## src/rtl/axi_pkg.sv

```systemverilog
`default_nettype none
// ============================================================================
// Module   : axi_pkg
// Brief    : Shared AXI encodings and read-master state type.
// Revision : 1.0 - initial release
// ============================================================================
package axi_pkg;

    typedef enum logic [1:0] {
        AR_IDLE = 2'd0,
        AR_POP  = 2'd1,
        AR_SEND = 2'd2
    } ar_state_e;

    localparam logic [1:0] AXI_BURST_INCR  = 2'b01;
    localparam logic [3:0] AXI_CACHE_DEF   = 4'b0011;
    localparam logic [2:0] AXI_PROT_DEF    = 3'b010;

    localparam logic [1:0] AXI_RESP_OKAY   = 2'b00;
    localparam logic [1:0] AXI_RESP_EXOKAY = 2'b01;
    localparam logic [1:0] AXI_RESP_SLVERR = 2'b10;
    localparam logic [1:0] AXI_RESP_DECERR = 2'b11;

endpackage
`default_nettype wire

```

## src/rtl/axi_req_fifo.sv

```systemverilog
`default_nettype none
// ============================================================================
// Module   : axi_req_fifo
// Brief    : Synchronous FIFO with registered read data (pop in n, data in n+1).
// Revision : 1.0 - initial release
// ============================================================================
module axi_req_fifo #(
    parameter int WIDTH      = 16,
    parameter int LOG2_DEPTH = 5
) (
    input  logic             clk,
    input  logic             rst_n,
    input  logic             wr_en,
    input  logic [WIDTH-1:0] wr_data,
    output logic             full,
    input  logic             rd_en,
    output logic [WIDTH-1:0] rd_data,
    output logic             empty
);

    localparam int                  DEPTH     = 1 << LOG2_DEPTH;
    localparam logic [LOG2_DEPTH:0] C_DEPTH   = {1'b1, {LOG2_DEPTH{1'b0}}};
    localparam logic [LOG2_DEPTH:0] C_CNT_ONE = {{LOG2_DEPTH{1'b0}}, 1'b1};
    localparam logic [LOG2_DEPTH-1:0] C_PTR_ONE = {{(LOG2_DEPTH-1){1'b0}}, 1'b1};

    logic [WIDTH-1:0]      mem_q [DEPTH];
    logic [LOG2_DEPTH-1:0] wr_ptr_q, wr_ptr_d;
    logic [LOG2_DEPTH-1:0] rd_ptr_q, rd_ptr_d;
    logic [LOG2_DEPTH:0]   count_q, count_d;
    logic [WIDTH-1:0]      rd_data_q, rd_data_d;
    logic                  w_push;
    logic                  w_pop;

    assign full    = (count_q == C_DEPTH);
    assign empty   = (count_q == '0);
    assign rd_data = rd_data_q;

    // Requests against a full or empty FIFO are ignored here; the caller decides what that means.
    assign w_push = wr_en && !full;
    assign w_pop  = rd_en && !empty;

    always_comb begin
        wr_ptr_d  = wr_ptr_q;
        rd_ptr_d  = rd_ptr_q;
        count_d   = count_q;
        rd_data_d = rd_data_q;
        if (w_push) begin
            wr_ptr_d = wr_ptr_q + C_PTR_ONE;
        end
        if (w_pop) begin
            rd_ptr_d  = rd_ptr_q + C_PTR_ONE;
            rd_data_d = mem_q[rd_ptr_q];
        end
        case ({w_push, w_pop})
            2'b10:   count_d = count_q + C_CNT_ONE;
            2'b01:   count_d = count_q - C_CNT_ONE;
            default: count_d = count_q;
        endcase
    end

    always_ff @(posedge clk) begin
        if (w_push) begin
            mem_q[wr_ptr_q] <= wr_data;
        end
    end

    always_ff @(posedge clk or negedge rst_n) begin
        if (!rst_n) begin
            wr_ptr_q  <= '0;
            rd_ptr_q  <= '0;
            count_q   <= '0;
            rd_data_q <= '0;
        end else begin
            wr_ptr_q  <= wr_ptr_d;
            rd_ptr_q  <= rd_ptr_d;
            count_q   <= count_d;
            rd_data_q <= rd_data_d;
        end
    end

endmodule
`default_nettype wire

```

## src/rtl/axi_rd.sv

```systemverilog
`default_nettype none
// ============================================================================
// Module   : axi_rd
// Brief    : Single-beat AXI4 read master with request FIFO and in-order returns.
// Revision : 1.0 - initial release
// ============================================================================
module axi_rd
    import axi_pkg::*;
#(
    parameter int AXI_DATA_WIDTH  = 32,
    parameter int AXI_ADDR_WIDTH  = 16,
    parameter int AXI_STRB_WIDTH  = AXI_DATA_WIDTH / 8,
    parameter int AXI_ID_WIDTH    = 8,
    parameter int LOG2_DEPTH      = 5,
    parameter int MAX_OUTSTANDING = 4
) (
    input  logic                      clk,
    input  logic                      rst_n,
    output logic [AXI_ID_WIDTH-1:0]   m_axi_arid,
    output logic [AXI_ADDR_WIDTH-1:0] m_axi_araddr,
    output logic [7:0]                m_axi_arlen,
    output logic [2:0]                m_axi_arsize,
    output logic [1:0]                m_axi_arburst,
    output logic                      m_axi_arlock,
    output logic [3:0]                m_axi_arcache,
    output logic [2:0]                m_axi_arprot,
    output logic                      m_axi_arvalid,
    input  logic                      m_axi_arready,
    input  logic [AXI_ID_WIDTH-1:0]   m_axi_rid,
    input  logic [AXI_DATA_WIDTH-1:0] m_axi_rdata,
    input  logic [1:0]                m_axi_rresp,
    input  logic                      m_axi_rlast,
    input  logic                      m_axi_rvalid,
    output logic                      m_axi_rready,
    input  logic                      req,
    input  logic [AXI_ADDR_WIDTH-1:0] addr,
    output logic                      req_full,
    output logic                      rd_valid,
    output logic [AXI_DATA_WIDTH-1:0] rd_data,
    output logic [1:0]                rd_resp,
    output logic                      ovf,
    output logic                      proto_err,
    output logic                      busy
);

    localparam int               OUT_W      = $clog2(MAX_OUTSTANDING + 1);
    localparam logic [OUT_W-1:0] C_MAX_OUT  = OUT_W'(MAX_OUTSTANDING);
    localparam logic [OUT_W-1:0] C_OUT_ONE  = OUT_W'(1);
    localparam logic [2:0]       C_ARSIZE   = 3'($clog2(AXI_STRB_WIDTH));

    ar_state_e                 state_q, state_d;
    logic [AXI_ADDR_WIDTH-1:0] araddr_q, araddr_d;
    logic                      arvalid_q, arvalid_d;
    logic [OUT_W-1:0]          outstanding_q, outstanding_d;
    logic                      rd_valid_q, rd_valid_d;
    logic [AXI_DATA_WIDTH-1:0] rd_data_q, rd_data_d;
    logic [1:0]                rd_resp_q, rd_resp_d;
    logic                      ovf_q, ovf_d;
    logic                      proto_err_q, proto_err_d;

    logic                      w_fifo_pop;
    logic                      w_fifo_full;
    logic                      w_fifo_empty;
    logic [AXI_ADDR_WIDTH-1:0] w_fifo_dout;
    logic                      w_ar_hs;
    logic                      w_r_beat;
    logic                      w_rid_unused;

    axi_req_fifo #(
        .WIDTH      (AXI_ADDR_WIDTH),
        .LOG2_DEPTH (LOG2_DEPTH)
    ) u_req_fifo (
        .clk     (clk),
        .rst_n   (rst_n),
        .wr_en   (req),
        .wr_data (addr),
        .full    (w_fifo_full),
        .rd_en   (w_fifo_pop),
        .rd_data (w_fifo_dout),
        .empty   (w_fifo_empty)
    );

    // Single ID, in-order slave: RID carries no information for this master.
    assign w_rid_unused = ^m_axi_rid;

    assign m_axi_arid    = '0;
    assign m_axi_arlen   = 8'd0;
    assign m_axi_arsize  = C_ARSIZE;
    assign m_axi_arburst = AXI_BURST_INCR;
    assign m_axi_arlock  = 1'b0;
    assign m_axi_arcache = AXI_CACHE_DEF;
    assign m_axi_arprot  = AXI_PROT_DEF;
    assign m_axi_araddr  = araddr_q;
    assign m_axi_arvalid = arvalid_q;
    assign m_axi_rready  = rst_n;

    assign req_full  = w_fifo_full;
    assign rd_valid  = rd_valid_q;
    assign rd_data   = rd_data_q;
    assign rd_resp   = rd_resp_q;
    assign ovf       = ovf_q;
    assign proto_err = proto_err_q;
    assign busy      = !w_fifo_empty || (state_q != AR_IDLE) || (outstanding_q != '0);

    assign w_ar_hs  = arvalid_q && m_axi_arready;
    assign w_r_beat = m_axi_rvalid && m_axi_rready;

    always_comb begin
        state_d       = state_q;
        araddr_d      = araddr_q;
        arvalid_d     = arvalid_q;
        outstanding_d = outstanding_q;
        rd_valid_d    = 1'b0;
        rd_data_d     = rd_data_q;
        rd_resp_d     = rd_resp_q;
        ovf_d         = ovf_q || (req && w_fifo_full);
        proto_err_d   = proto_err_q;
        w_fifo_pop    = 1'b0;

        case (state_q)
            AR_IDLE: begin
                if (!w_fifo_empty && (outstanding_q < C_MAX_OUT)) begin
                    w_fifo_pop = 1'b1;
                    state_d    = AR_POP;
                end
            end
            AR_POP: begin
                araddr_d  = w_fifo_dout;
                arvalid_d = 1'b1;
                state_d   = AR_SEND;
            end
            AR_SEND: begin
                if (m_axi_arready) begin
                    arvalid_d = 1'b0;
                    state_d   = AR_IDLE;
                end
            end
            default: begin
                arvalid_d = 1'b0;
                state_d   = AR_IDLE;
            end
        endcase

        // A beat that arrives with nothing outstanding is still forwarded but flagged.
        if (w_r_beat) begin
            rd_valid_d = 1'b1;
            rd_data_d  = m_axi_rdata;
            rd_resp_d  = m_axi_rresp;
            if (!m_axi_rlast || (outstanding_q == '0)) begin
                proto_err_d = 1'b1;
            end
        end

        case ({w_ar_hs, w_r_beat})
            2'b10: outstanding_d = outstanding_q + C_OUT_ONE;
            2'b01: begin
                if (outstanding_q != '0) begin
                    outstanding_d = outstanding_q - C_OUT_ONE;
                end
            end
            default: outstanding_d = outstanding_q;
        endcase
    end

    always_ff @(posedge clk or negedge rst_n) begin
        if (!rst_n) begin
            state_q       <= AR_IDLE;
            araddr_q      <= '0;
            arvalid_q     <= 1'b0;
            outstanding_q <= '0;
            rd_valid_q    <= 1'b0;
            rd_data_q     <= '0;
            rd_resp_q     <= AXI_RESP_OKAY;
            ovf_q         <= 1'b0;
            proto_err_q   <= 1'b0;
        end else begin
            state_q       <= state_d;
            araddr_q      <= araddr_d;
            arvalid_q     <= arvalid_d;
            outstanding_q <= outstanding_d;
            rd_valid_q    <= rd_valid_d;
            rd_data_q     <= rd_data_d;
            rd_resp_q     <= rd_resp_d;
            ovf_q         <= ovf_d;
            proto_err_q   <= proto_err_d;
        end
    end

endmodule
`default_nettype wire

```

## config.mk

```make
export PLATFORM = sky130hd
export DESIGN_NAME = axi_rd
export DESIGN_NICKNAME = d
export VERILOG_FILES = /design/src/rtl/axi_pkg.sv /design/src/rtl/axi_req_fifo.sv /design/src/rtl/axi_rd.sv
export SDC_FILE = /design/constraint.sdc
export NUM_CORES = 1
export LEC_CHECK = 0
export ABC_AREA = 1
export CORE_AREA = 2 2 210 212
export DETAILED_ROUTE_END_ITERATION = 8
export DIE_AREA = 0 0 212 214
export PLACE_DENSITY = 0.8
export SLEW_MARGIN = 20
export SYNTH_ARGS = -nofsm -noshare
export SYNTH_HDL_FRONTEND = slang
export SYNTH_SLANG_ARGS = --single-unit
```

## constraint.sdc

```tcl
create_clock -name clk -period 6.7 [get_ports clk]
set_input_delay 1.34 -clock clk [delete_from_list [all_inputs] [get_ports clk]]
set_output_delay 1.34 -clock clk [all_outputs]
set_load 0.1 [all_outputs]
```

# == After elaboration in Yosys (flattened, before gate mapping) ==
# Memories as Yosys holds them, arrays and structs flattened. A register that Yosys moved wholly into a read port is not among the register bits.
# Cells that the tools add are included.
# op_classes
add_sub_neg,6
multipliers,0
div,0
magnitude_cmp,1
eq_ne,10
shift,0
n_mux,13
n_bitwise,1
n_reduce_logical,25
# op_table
operator,count
case mux 6 bit (2 select lines),1
adder 5 x 1 -> 5 bit (second input constant),2
AND reduction 2 bit,4
adder 6 x 1 -> 6 bit (second input constant),1
equality test 2 x 1 -> 1 bit (second input constant),3
equality test 2 bit (second input constant),3
equality test 6 bit (second input constant),1
logical AND 1 bit,6
logical NOT 6 bit,1
two-way mux 1 bit,6
inequality test 2 bit (second input constant),3
case mux 2 bit (3 select lines),1
case mux 3 bit (2 select lines),1
nonzero test 2 bit,3
subtractor 6 x 1 -> 6 bit (second input constant),1
logical NOT 1 bit,4
logical OR 1 bit,4
two-way mux 2 bit,2
adder 3 x 1 -> 3 bit (second input constant),1
logical NOT 3 bit,1
< comparator 3 bit (second input constant),1
two-way mux 3 bit,1
case mux 1 bit (3 select lines),1
nonzero test 3 bit,1
3 further kinds,3
# word_totals
regBits,75
latch_bits,0
ram_bits,512
rom_bits,0
inputBits,64
memories,1
# memory_table
memory,depth,width,rd,rd_clocked_by_memory_dff,write_ports,line,text
u_req_fifo.mem_q,32,16,1,1,1,axi_req_fifo.sv:26,logic [WIDTH-1:0] mem_q [DEPTH];

# == Depth between registers and ports, before layout ==
# Gate-level depths: netlist (run 1).
# logic_depth
ltp_word,8
depth_mapped,17
ltp_nobuf,16

# == By module ==
# From an unflattened synthesis (run 1), not the netlist that was laid out.
# hier_totals
cells_unflattened,2425
hier_area_um2,25715.9
# by_module_without_submodules
module,instances,cells_per_inst,area_per_inst_um2,seq_area_each_um2
axi_req_fifo,1,2160,23124.7,16175.5
axi_rd,1,265,2591.2,1476.4

# == Worst setup path after synthesis (run 1) ==
# Ideal clock, no wire load.
# synth_path
path_type,reg-to-reg
start,register u_req_fifo.count_q[0]
end,register u_req_fifo.count_q[4]
setup_time_ps,126
t_arrival_ps,3489
t_required_ps,6574
setup_slack_ps,3085
stages_incl_launch_ff,15
path_buffers,1
period_less_slack_ps,3615
path_cell_list,dfrtp_1 inv_1 nand4_1 nor3_2 nor2_1 buf_2 inv_1 ha_1 ha_1 nand2_1 nand2_1 a21o_1 or2_2 nand3_1 o21ai_0
# synth_lines
item,line,text
from (decl),axi_req_fifo.sv:29,"logic [LOG2_DEPTH:0] count_q, count_d;"
from (signal assigned),axi_req_fifo.sv:76,count_q <= count_d;
equality test 6 bit *,axi_req_fifo.sv:34,assign full = (count_q == C_DEPTH);
net req_full,axi_rd.sv:37,"output logic req_full,"
logical NOT 1 bit *,axi_req_fifo.sv:39,assign w_push = wr_en && !full;
logical AND 1 bit *,axi_req_fifo.sv:39,
equality test 2 x 1 -> 1 bit or equality test 2 bit (tied branches),axi_req_fifo.sv:54,"case ({w_push, w_pop})"
case mux 6 bit (2 select lines) or nonzero test 2 bit (tied branches),--,
# Mark *: on every way through the listed nets, which the timed path passes. The rest lies on a longest branch.
# A chain may end at the register's enable or synchronous reset.

# == Worst setup path after layout (run 1) ==
# layout_path
start,input port rst_n
end,output port m_axi_rready
# layout_lines
item,line,text
from (decl),axi_rd.sv:18,"input logic rst_n,"
to (decl),axi_rd.sv:34,"output logic m_axi_rready,"
# No word-level cell between the ends.

==> results of run 1 <==
-- state kept, by name, indices dropped and copies added (netlist names) --
name,flops
rd_data,32
m_axi_araddr,16
u_req_fifo.mem_q,512
rd_resp,2
u_req_fifo.count_q,6
outstanding_q,3
proto_err,1
u_req_fifo.rd_data,16
u_req_fifo.wr_ptr_q,5
rd_valid,1
m_axi_arvalid,1
u_req_fifo.rd_ptr_q,5
state_q,2
ovf,1
-- cell type report --
type	instances	area, um2
inverters	242	916
clock inverters	9	40.0
well taps	585	732
flip-flops and latches	603	17700
clock buffers	94	1660
fillers	2948	14100
multi-input cells	1443	6240
repair buffers	172	1560
-- layer usage --
layer | share of wire | GRT usage | vias up
li1 | - | - | 8045
met1 | 0.38 | 0.365 | 8318
met2 | 0.47 | 0.425 | 1040
met3 | 0.11 | 0.0465 | 159
met4 | 0.040 | 0.121 | 0
met5 | 0 | 0 | -
-- worst max path at each step --
stage | to | slack [ps] | cells past startpoint
3_5_place_dp | u_req_fifo.count_q[4]$_DFFE_PN0P_ | 2220 | 12
2_1_floorplan | u_req_fifo.count_q[4]$_DFFE_PN0P_ | 3080 | 14
4_1_cts | m_axi_rready | 2470 | 2
5_1_grt | m_axi_rready | 2400 | 2
6_report | m_axi_rready | 2480 | 2
3_3_place_gp | u_req_fifo.mem_q[28][0]$_DFFE_PP_ | 2300 | 5
-- through the flow --
| stage | utilization | total power [mW] | cells |
|---|---|---|---|
| 2_1_floorplan | - | 7.78 | 2434 |
| 3_3_place_gp | 0.632 | 8.87 | 3045 |
| 3_5_place_dp | 0.632 | 9.02 | 3045 |
| 4_1_cts | 0.672 | 12.0 | 3148 |
| 5_1_grt | 0.672 | 12.6 | 3148 |
| 6_report | 0.672 | 12.0 | 3148 |
-- power breakdown --
part           switching, mW  leakage (nW)  total, mW  internal, mW
combinational           3.18          5.38       4.29          1.12
sequential             0.293          5.73       4.75          4.46
clock                   1.31         0.817       2.98          1.67
-- logic make-up after synthesis --
logic type | Yosys count | synth area share
AOI/OAI and AO/OA | 71 | 0.0144
xor gates and xnor gates | 10 | 0.00344
adders and majority gates | 12 | 0.00648
buffers and inverters | 388 | 0.0664
DFF | 603 | 0.693
muxes | 16 | 0.00707
other | 2 | 0.000295
and+or+nand+nor | 1305 | 0.209
-- cells in the final DEF (no fill, tap or decap), types with 38 or more instances in the layout --
cell type,count
dfrtp_1,89
clkbuf_16,60
clkdlybuf4s50_1,110
inv_1,237
buf_4,61
nand2_1,838
nor2_1,136
nand3_1,317
edfxtp_1,512
a21oi_1,38
==> flow_metrics.env, run 1 <==
export IMPL_cts_setup_buffers=0
export IMPL_gp_congestion=0.892
export IMPL_chipHeight_um=214
export IMPL_min_period_ps=4220
export IMPL_grt_use_total=0.268
export IMPL_grt_max_degree=133
export IMPL_yosysMostFrequentCell="nand2_1"
export IMPL_cp_top_family="buffers and inverters"
export IMPL_regToRegStartpoint="u_req_fifo.count_q[0]$_DFFE_PN0P_"
export IMPL_ant_nets=0
export IMPL_worst_hold_slack_ps=472
export IMPL_row_count=76
export IMPL_hold_class="register to register"
export IMPL_cts_root_buf="clkbuf_16"
export IMPL_area_growth_syn_to_layout_pct=13.1
export IMPL_cts_buffers=57
export IMPL_status="finished, final reports clean"
export IMPL_crit_slowest_cell="clkdlybuf4s50_1"
export IMPL_grt_first_pass_wirelength_um=93000
export IMPL_htree_levels=2
export IMPL_tns_ps=0
export IMPL_nets=2595
export IMPL_vias=17562
export IMPL_fin_area_mm2=0.0288
export IMPL_synthesis_instances=2407
export IMPL_synth_edf_count=512
export IMPL_ys_seq_elements=603
export IMPL_clk_pin_slew_ps=60
export IMPL_worstSetupPathType="input port to primary output"
export IMPL_syn_area_per_cell_um2=10.6
export IMPL_firstDrtPassIters=6
export IMPL_worstPathMaxFanout=27
export IMPL_drv_cap=0
export IMPL_start_kind="input port"
export IMPL_die_w_um=212
export IMPL_drt_wl_total_um=60300
export IMPL_drc=0
export IMPL_viasPerCell=5.58
export IMPL_synth_flop_cell="edfxtp_1"
export IMPL_yosysUniqueCellTypes=29
export IMPL_ir_worst_vdd_uv=327
export IMPL_tightest_slew_ps=1030
export IMPL_layout_setup_ws_ps=2480
export IMPL_post_cts_resize_count=0
export IMPL_p_leak_nw=11.9
export IMPL_drt_iter0_markers=2531
export IMPL_cpPeakStageDelay_ps=1210
export IMPL_synth_common_cells="nand2_1, edfxtp_1, nand3_1"
export IMPL_cp_cell_sequence="buf_4 -> clkdlybuf4s50_1"
export IMPL_powerDensity_mw_per_mm2=418
export IMPL_synth_area_leaders="edfxtp_1, nand2_1, dfrtp_1"
export IMPL_cp_arrival_ps=2880
export IMPL_worstHoldStart="ovf$_DFF_PN0_"
export IMPL_wl_per_cell_um=19.2
export IMPL_syn_area_mm2=0.0255
export IMPL_ios=150
export IMPL_drive_gt1_frac=0.0613
export IMPL_holdBufCountCts=0
export IMPL_clock_skew_final_ps=17.7
export IMPL_start_util=0.594
export IMPL_finalCritPeriodShare=0.630
export IMPL_reg2regPathDepth=14
export IMPL_relSlewSlack=0.313
export IMPL_slew_violations=0
export IMPL_clkSinkCount=603
export IMPL_dieArea_mm2=0.0454
export IMPL_r2r_end="u_req_fifo.count_q[4]$_DFFE_PN0P_"
export IMPL_rsz0062_at_grt="false"
export IMPL_grt_pass1_vias=17255
export IMPL_core_region_area_mm2=0.0429
export IMPL_min_path_cells=1
export IMPL_rrSetupSlack_ps=2850
export IMPL_cts_tree="built"
export IMPL_setup_viol=0
export IMPL_whs_endpoint="ovf$_DFF_PN0_"
export IMPL_async_reset_ff_frac=0.151
export IMPL_hold_violations=0
export IMPL_pre_cts_ws_ps=2220
export IMPL_clockBufferDepth=3
export IMPL_path_buf_inv=2
export IMPL_insertion_delay_ps=610
export IMPL_hpwlAfterDp_um=34400
export IMPL_synth_top_area_frac=0.604
export IMPL_diodes=0
export IMPL_portBuffers=112
export IMPL_cp_data_required_time_ps=5360
export IMPL_fmax_mhz=237
export IMPL_setup_worst_path_start="rst_n"
export IMPL_synth_seq_area_share=0.693
export IMPL_dpl_instance_area_mm2=0.0271
export IMPL_ys_warn_count=0
export IMPL_end_kind="primary output"
export IMPL_antenna_found_initial=1
export IMPL_yosysTopAreaCell="edfxtp_1"
export IMPL_grt_ovfl_total=0
Power figures use the tool's default switching activity.
==> run 2, diff against run 1 <==
--- a/config.mk
+++ b/config.mk
@@ -6,10 +6,10 @@
 export NUM_CORES = 1
 export LEC_CHECK = 0
 export ABC_AREA = 1
-export CORE_AREA = 2 2 210 212
+export CORE_AREA = 2 2 221 223
 export DETAILED_ROUTE_END_ITERATION = 8
-export DIE_AREA = 0 0 212 214
-export PLACE_DENSITY = 0.8
+export DIE_AREA = 0 0 223 225
+export PLACE_DENSITY = 0.76
 export SLEW_MARGIN = 20
 export SYNTH_ARGS = -nofsm -noshare
 export SYNTH_HDL_FRONTEND = slang
==> constraint.sdc (replaced) <==
create_clock -name clk -period 3.45 [get_ports clk]
set_input_delay 0.69 -clock clk [delete_from_list [all_inputs] [get_ports clk]]
set_output_delay 0.69 -clock clk [all_outputs]
set_load 0.1 [all_outputs]
==> flow_metrics.env, run 2 (synthesis results as in run 1) <==
export IMPL_ios=150
export IMPL_p_leak_nw=12.0
export IMPL_largest_register="u_req_fifo.mem_q"
export IMPL_cp_cell_sequence="clkdlybuf4s50_1"
export IMPL_row_count=80
export IMPL_dieArea_mm2=0.0502
export IMPL_worstPathMaxFanout=2
export IMPL_r2r_end="u_req_fifo.count_q[4]$_DFFE_PN0P_"
export IMPL_finalCritPeriodShare=0.819
export IMPL_slew_violations=0
export IMPL_core_region_area_mm2=0.0475
export IMPL_chipHeight_um=225
export IMPL_start_util=0.536
export IMPL_cts_tree="built"
export IMPL_path_buf_inv=1
export IMPL_grt_first_pass_wirelength_um=92000
export IMPL_clk_pin_slew_ps=60
export IMPL_grt_use_total=0.239
export IMPL_insertion_delay_ps=610
export IMPL_grt_pass1_vias=16533
export IMPL_min_path_cells=1
export IMPL_final_core_util=0.610
export IMPL_cts_root_buf="clkbuf_16"
export IMPL_cp_depth=1
export IMPL_worstSetupPathType="register to primary output"
export IMPL_nets=2607
export IMPL_cpPeakStageDelay_ps=1160
export IMPL_drive_gt1_frac=0.0698
export IMPL_tightest_slew_ps=1050
export IMPL_hold_class="register to register"
export IMPL_setup_viol=0
export IMPL_hold_violations=0
export IMPL_multiInputGateArea_mm2=0.00624
export IMPL_tns_ps=0
export IMPL_regToRegStartpoint="u_req_fifo.count_q[0]$_DFFE_PN0P_"
export IMPL_fmax_mhz=354
export IMPL_clockBufferDepth=3
export IMPL_reg2regPathDepth=14
export IMPL_min_period_ps=2820
export IMPL_viasPerCell=5.38
export IMPL_area_growth_syn_to_layout_pct=13.9
export IMPL_fillers=3632
export IMPL_hpwlAfterDp_um=35800
export IMPL_crit_slowest_cell="clkdlybuf4s50_1"
export IMPL_wl_per_cell_um=18.8
export IMPL_fin_area_mm2=0.0290
export IMPL_ir_worst_vdd_uv=541
export IMPL_mostFrequentLayoutCell="nand2_1"
export IMPL_rsz0062_at_grt="false"
export IMPL_seq_area_mm2=0.0177
export IMPL_cp_top_family="buffers and inverters"
export IMPL_cts_buffers=58
export IMPL_status="finished, final reports clean"
export IMPL_powerDensity_mw_per_mm2=812
export IMPL_clock_skew_final_ps=19.0
export IMPL_largest_reg_flops=512
export IMPL_antenna_found_initial=0
export IMPL_die_w_um=223
export IMPL_start_kind="register"
export IMPL_drt_wl_total_um=60100
export IMPL_vias=17190
export IMPL_relSlewSlack=0.303
export IMPL_timing_critical_path_to="m_axi_araddr[12]"
export IMPL_layout_common_cells="nand2_1, edfxtp_1, nand3_1"
export IMPL_end_kind="primary output"
export IMPL_drt_iter0_markers=1986
export IMPL_cp_data_required_time_ps=2760
export IMPL_clkSinkCount=603
export IMPL_gp_congestion=0.854
export IMPL_drv_cap=0
export IMPL_firstDrtPassIters=7
export IMPL_cp_arrival_ps=2130
export IMPL_portBuffers=112
export IMPL_worstHoldStart="ovf$_DFF_PN0_"
export IMPL_drc=0
export IMPL_grt_ovfl_total=0
export IMPL_dpl_instance_area_mm2=0.0273
export IMPL_ant_nets=0
export IMPL_setup_worst_path_start="m_axi_araddr[12]$_DFFE_PN0P_"
export IMPL_cts_setup_buffers=0
export IMPL_grt_max_degree=179
export IMPL_rrSetupSlack_ps=760
export IMPL_htree_levels=2
export IMPL_post_cts_resize_count=0
run 2: cell count changes in the layout (fill, tap and decap cells not counted), sizes merged:
cell / delta
buf: +14
clkbuf: -15
clkdlybuf4s50: -4
clkinv: +17
diode: +1
dlygate4sd3: +1
inv: +1
run 2: how the worst min path moves through the flow:
stage / slack, ps / to
finish: 470 / ovf$_DFF_PN0_
global route: 490 / u_req_fifo.rd_data[7]$_DFFE_PN0P_
CTS: 480 / proto_err$_DFFE_PN0P_
detailed placement: 460 / proto_err$_DFFE_PN0P_
global placement: 440 / ovf$_DFF_PN0_
floorplan: 390 / m_axi_araddr[0]$_DFFE_PN0P_
run 2: layer usage:
metal	share of wire	track usage	up-vias
li1	-	-	8085
met1	0.39	0.316	8149
met2	0.49	0.400	825
met3	0.080	0.0338	131
met4	0.038	0.101	0
met5	0	0	-
run 2: layout make-up:
cell class / instances / share of cell area
Sequential cell: 603 / 0.609
Multi-Input combinational cell: 1443 / 0.215
Timing Repair Buffer: 183 / 0.0587
Clock buffer: 79 / 0.0550
Inverter: 242 / 0.0316
Tap cell: 615 / 0.0265
Clock inverter: 27 / 0.00423
Antenna cell: 1 / 0.0000862
run 2: per-stage QoR:
step,power [mW],cells,setup WS (ps),hold WS [ps]
2_1_floorplan,15.1,2434,264,394
6_report,23.6,3193,626,471
3_5_place_dp,17.8,3085,403,464
3_3_place_gp,17.5,3085,510,439
5_1_grt,24.7,3192,467,494
4_1_cts,23.6,3192,619,477
run 2: power by group:
group | internal, mW | switching [mW] | leakage [nW]
Combinational | 2.27 | 6.47 | 5.47
Sequential | 8.66 | 0.372 | 5.73
Clock | 3.21 | 2.57 | 0.850
Total | 14.2 | 9.41 | 12.0
run 2: timing repair:
action / 4_1_cts / 5_1_grt
endpoints found under the hold margin: 25 / 0
hold buffers: 1 / 0
endpoints found under the setup margin: 0 / 0
==> run 3, diff against run 2 <==
==> constraint.sdc (replaced) <==
create_clock -name clk -period 2.3 [get_ports clk]
set_input_delay 0.46 -clock clk [delete_from_list [all_inputs] [get_ports clk]]
set_output_delay 0.46 -clock clk [all_outputs]
set_load 0.1 [all_outputs]
==> flow_metrics.env, run 3 (synthesis results as in run 1) <==
export IMPL_status="finished with violations"
export IMPL_violations="setup timing"
export IMPL_vias=17501
export IMPL_antenna_found_initial=0
export IMPL_worstSetupPathType="register to primary output"
export IMPL_slew_violations=0
export IMPL_chipHeight_um=225
export IMPL_ir_worst_vdd_uv=916
export IMPL_p_leak_nw=12.6
export IMPL_cp_arrival_ps=1870
export IMPL_min_period_ps=2330
export IMPL_finalCritPeriodShare=1.01
export IMPL_cp_top_family="simple AND/OR/NAND/NOR gates"
export IMPL_crit_slowest_cell="dfrtp_1"
export IMPL_grt_ovfl_total=0
export IMPL_cp_data_required_time_ps=1840
export IMPL_diodes=0
export IMPL_nets=2646
export IMPL_grt_pass1_vias=16761
export IMPL_reg2regPathDepth=16
export IMPL_holdBufCountCts=0
export IMPL_viasPerCell=5.41
export IMPL_drv_cap=0
export IMPL_rsz0062_at_grt="true"
export IMPL_htree_levels=2
export IMPL_path_buf_inv=2
export IMPL_gp_congestion=0.897
export IMPL_drc=0
export IMPL_tightest_slew_ps=699
export IMPL_fillers=3453
export IMPL_end_kind="primary output"
export IMPL_start_util=0.536
export IMPL_cts_tree="built"
export IMPL_clkSinkCount=603
export IMPL_largest_register="u_req_fifo.mem_q"
export IMPL_hold_violations=0
export IMPL_hpwlAfterDp_um=37200
export IMPL_worstPathMaxFanout=2
export IMPL_cts_buffers=59
export IMPL_die_w_um=223
export IMPL_grt_max_degree=130
export IMPL_hold_class="input port to async pin"
export IMPL_clock_skew_final_ps=17.5
export IMPL_drt_wl_total_um=62200
export IMPL_core_region_area_mm2=0.0475
export IMPL_cts_root_buf="clkbuf_16"
export IMPL_clk_pin_slew_ps=60
export IMPL_firstDrtPassIters=6
export IMPL_ios=150
export IMPL_wl_per_cell_um=19.2
export IMPL_total_power_mw=37.4
export IMPL_portBuffers=112
export IMPL_layout_setup_ws_ps=-25.5
export IMPL_area_growth_syn_to_layout_pct=18.4
export IMPL_drt_iter0_markers=1952
export IMPL_ant_nets=0
export IMPL_grt_first_pass_wirelength_um=95500
export IMPL_cp_depth=7
export IMPL_largest_reg_flops=512
export IMPL_crit_top_cell="nor2_1"
export IMPL_grt_use_total=0.251
export IMPL_powerDensity_mw_per_mm2=1240
export IMPL_worst_hold_slack_ps=36.0
export IMPL_row_count=80
export IMPL_drive_gt1_frac=0.122
export IMPL_relSlewSlack=0.534
export IMPL_clockBufferDepth=3
export IMPL_cpPeakStageDelay_ps=370
export IMPL_cp_cell_sequence="inv_1 -> nand4_1 -> nor2_1 -> nand2_1 -> nor2_1 -> nand3_2 -> buf_12"
export IMPL_fmax_mhz=430
export IMPL_dieArea_mm2=0.0502
export IMPL_layout_common_cells="nand2_1, edfxtp_1, nand3_1"
export IMPL_start_kind="register"
export IMPL_setup_viol=1
export IMPL_insertion_delay_ps=620
export IMPL_mostFrequentLayoutCell="nand2_1"
-- run 3: worst paths after layout --
check | start | end | slack, ps
worst max-delay path | u_req_fifo.count_q[2]$_DFFE_PN0P_ | busy | -30
worst min-delay path | rst_n | ovf$_DFF_PN0_ | 40
worst max register to register | u_req_fifo.count_q[2]$_DFFE_PN0P_ | u_req_fifo.count_q[4]$_DFFE_PN0P_ | 70
worst min register to register | rd_data[17]$_DFFE_PN0P_ | rd_data[17]$_DFFE_PN0P_ | 480
max in group asynchronous | rst_n | u_req_fifo.rd_data[4]$_DFFE_PN0P_ | 1300
min in group clk | m_axi_rdata[27] | rd_data[27]$_DFFE_PN0P_ | 390
-- run 3: layer usage --
layer / global-route usage / up-vias / share of wire
met2: 0.409 / 879 / 0.47
li1: - / 8156 / -
met3: 0.0369 / 141 / 0.086
met5: 0 / - / 0
met1: 0.339 / 8325 / 0.40
met4: 0.110 / 0 / 0.040
-- run 3: what timing repair did --
item,CTS,global route
setup endpoints to repair,2,37
buffers inserted,4,1
gates resized for setup,2,4
pin swaps,1,1
-- run 3: worst reg2reg max path, cell delays in order (launching register included) --
cell,delay [ps]
dfrtp_1,370
inv_1,70
nand4_1,140
buf_4,180
nor3_4,140
nor2_2,90
inv_2,80
ha_4,180
inv_2,50
fa_2,310
inv_1,90
nand2_2,60
nand2_1,60
a21o_1,130
or2_4,110
nand3_2,50
o21ai_1,70
-- run 3: final cells by class --
type                            instances  area [um2]  share of cell area
Multi-Input combinational cell       1443        6430               0.213
Timing Repair Buffer                  221        2400              0.0797
Inverter                              242         916              0.0304
Clock inverter                         35         398              0.0132
Sequential cell                       603       17700               0.586
Tap cell                              615         769              0.0255
Clock buffer                           75        1580              0.0524
-- run 3: through the flow --
stage | std cells | setup TNS [ps] | worst slack (ps) | cell area, um2 | utilization
final | 3234 | -25.5 | -25.5 | 30200 | 0.634
after floorplan | 2434 | -59720 | -650 | 25800 | -
after global routing | 3234 | -596 | -156 | 30200 | 0.634
after CTS | 3233 | -101 | -90.8 | 30100 | 0.634
after global placement | 3119 | -3670 | -110 | 28100 | 0.592
after detailed placement | 3119 | -2300 | -92.0 | 28100 | 0.592
-- run 3: report_power, final --
| group | total, mW | internal, mW | switching (mW) |
|---|---|---|---|
| logic | 14.0 | 3.99 | 10.0 |
| clock network | 9.88 | 5.84 | 4.04 |
| registers | 13.5 | 13.0 | 0.531 |
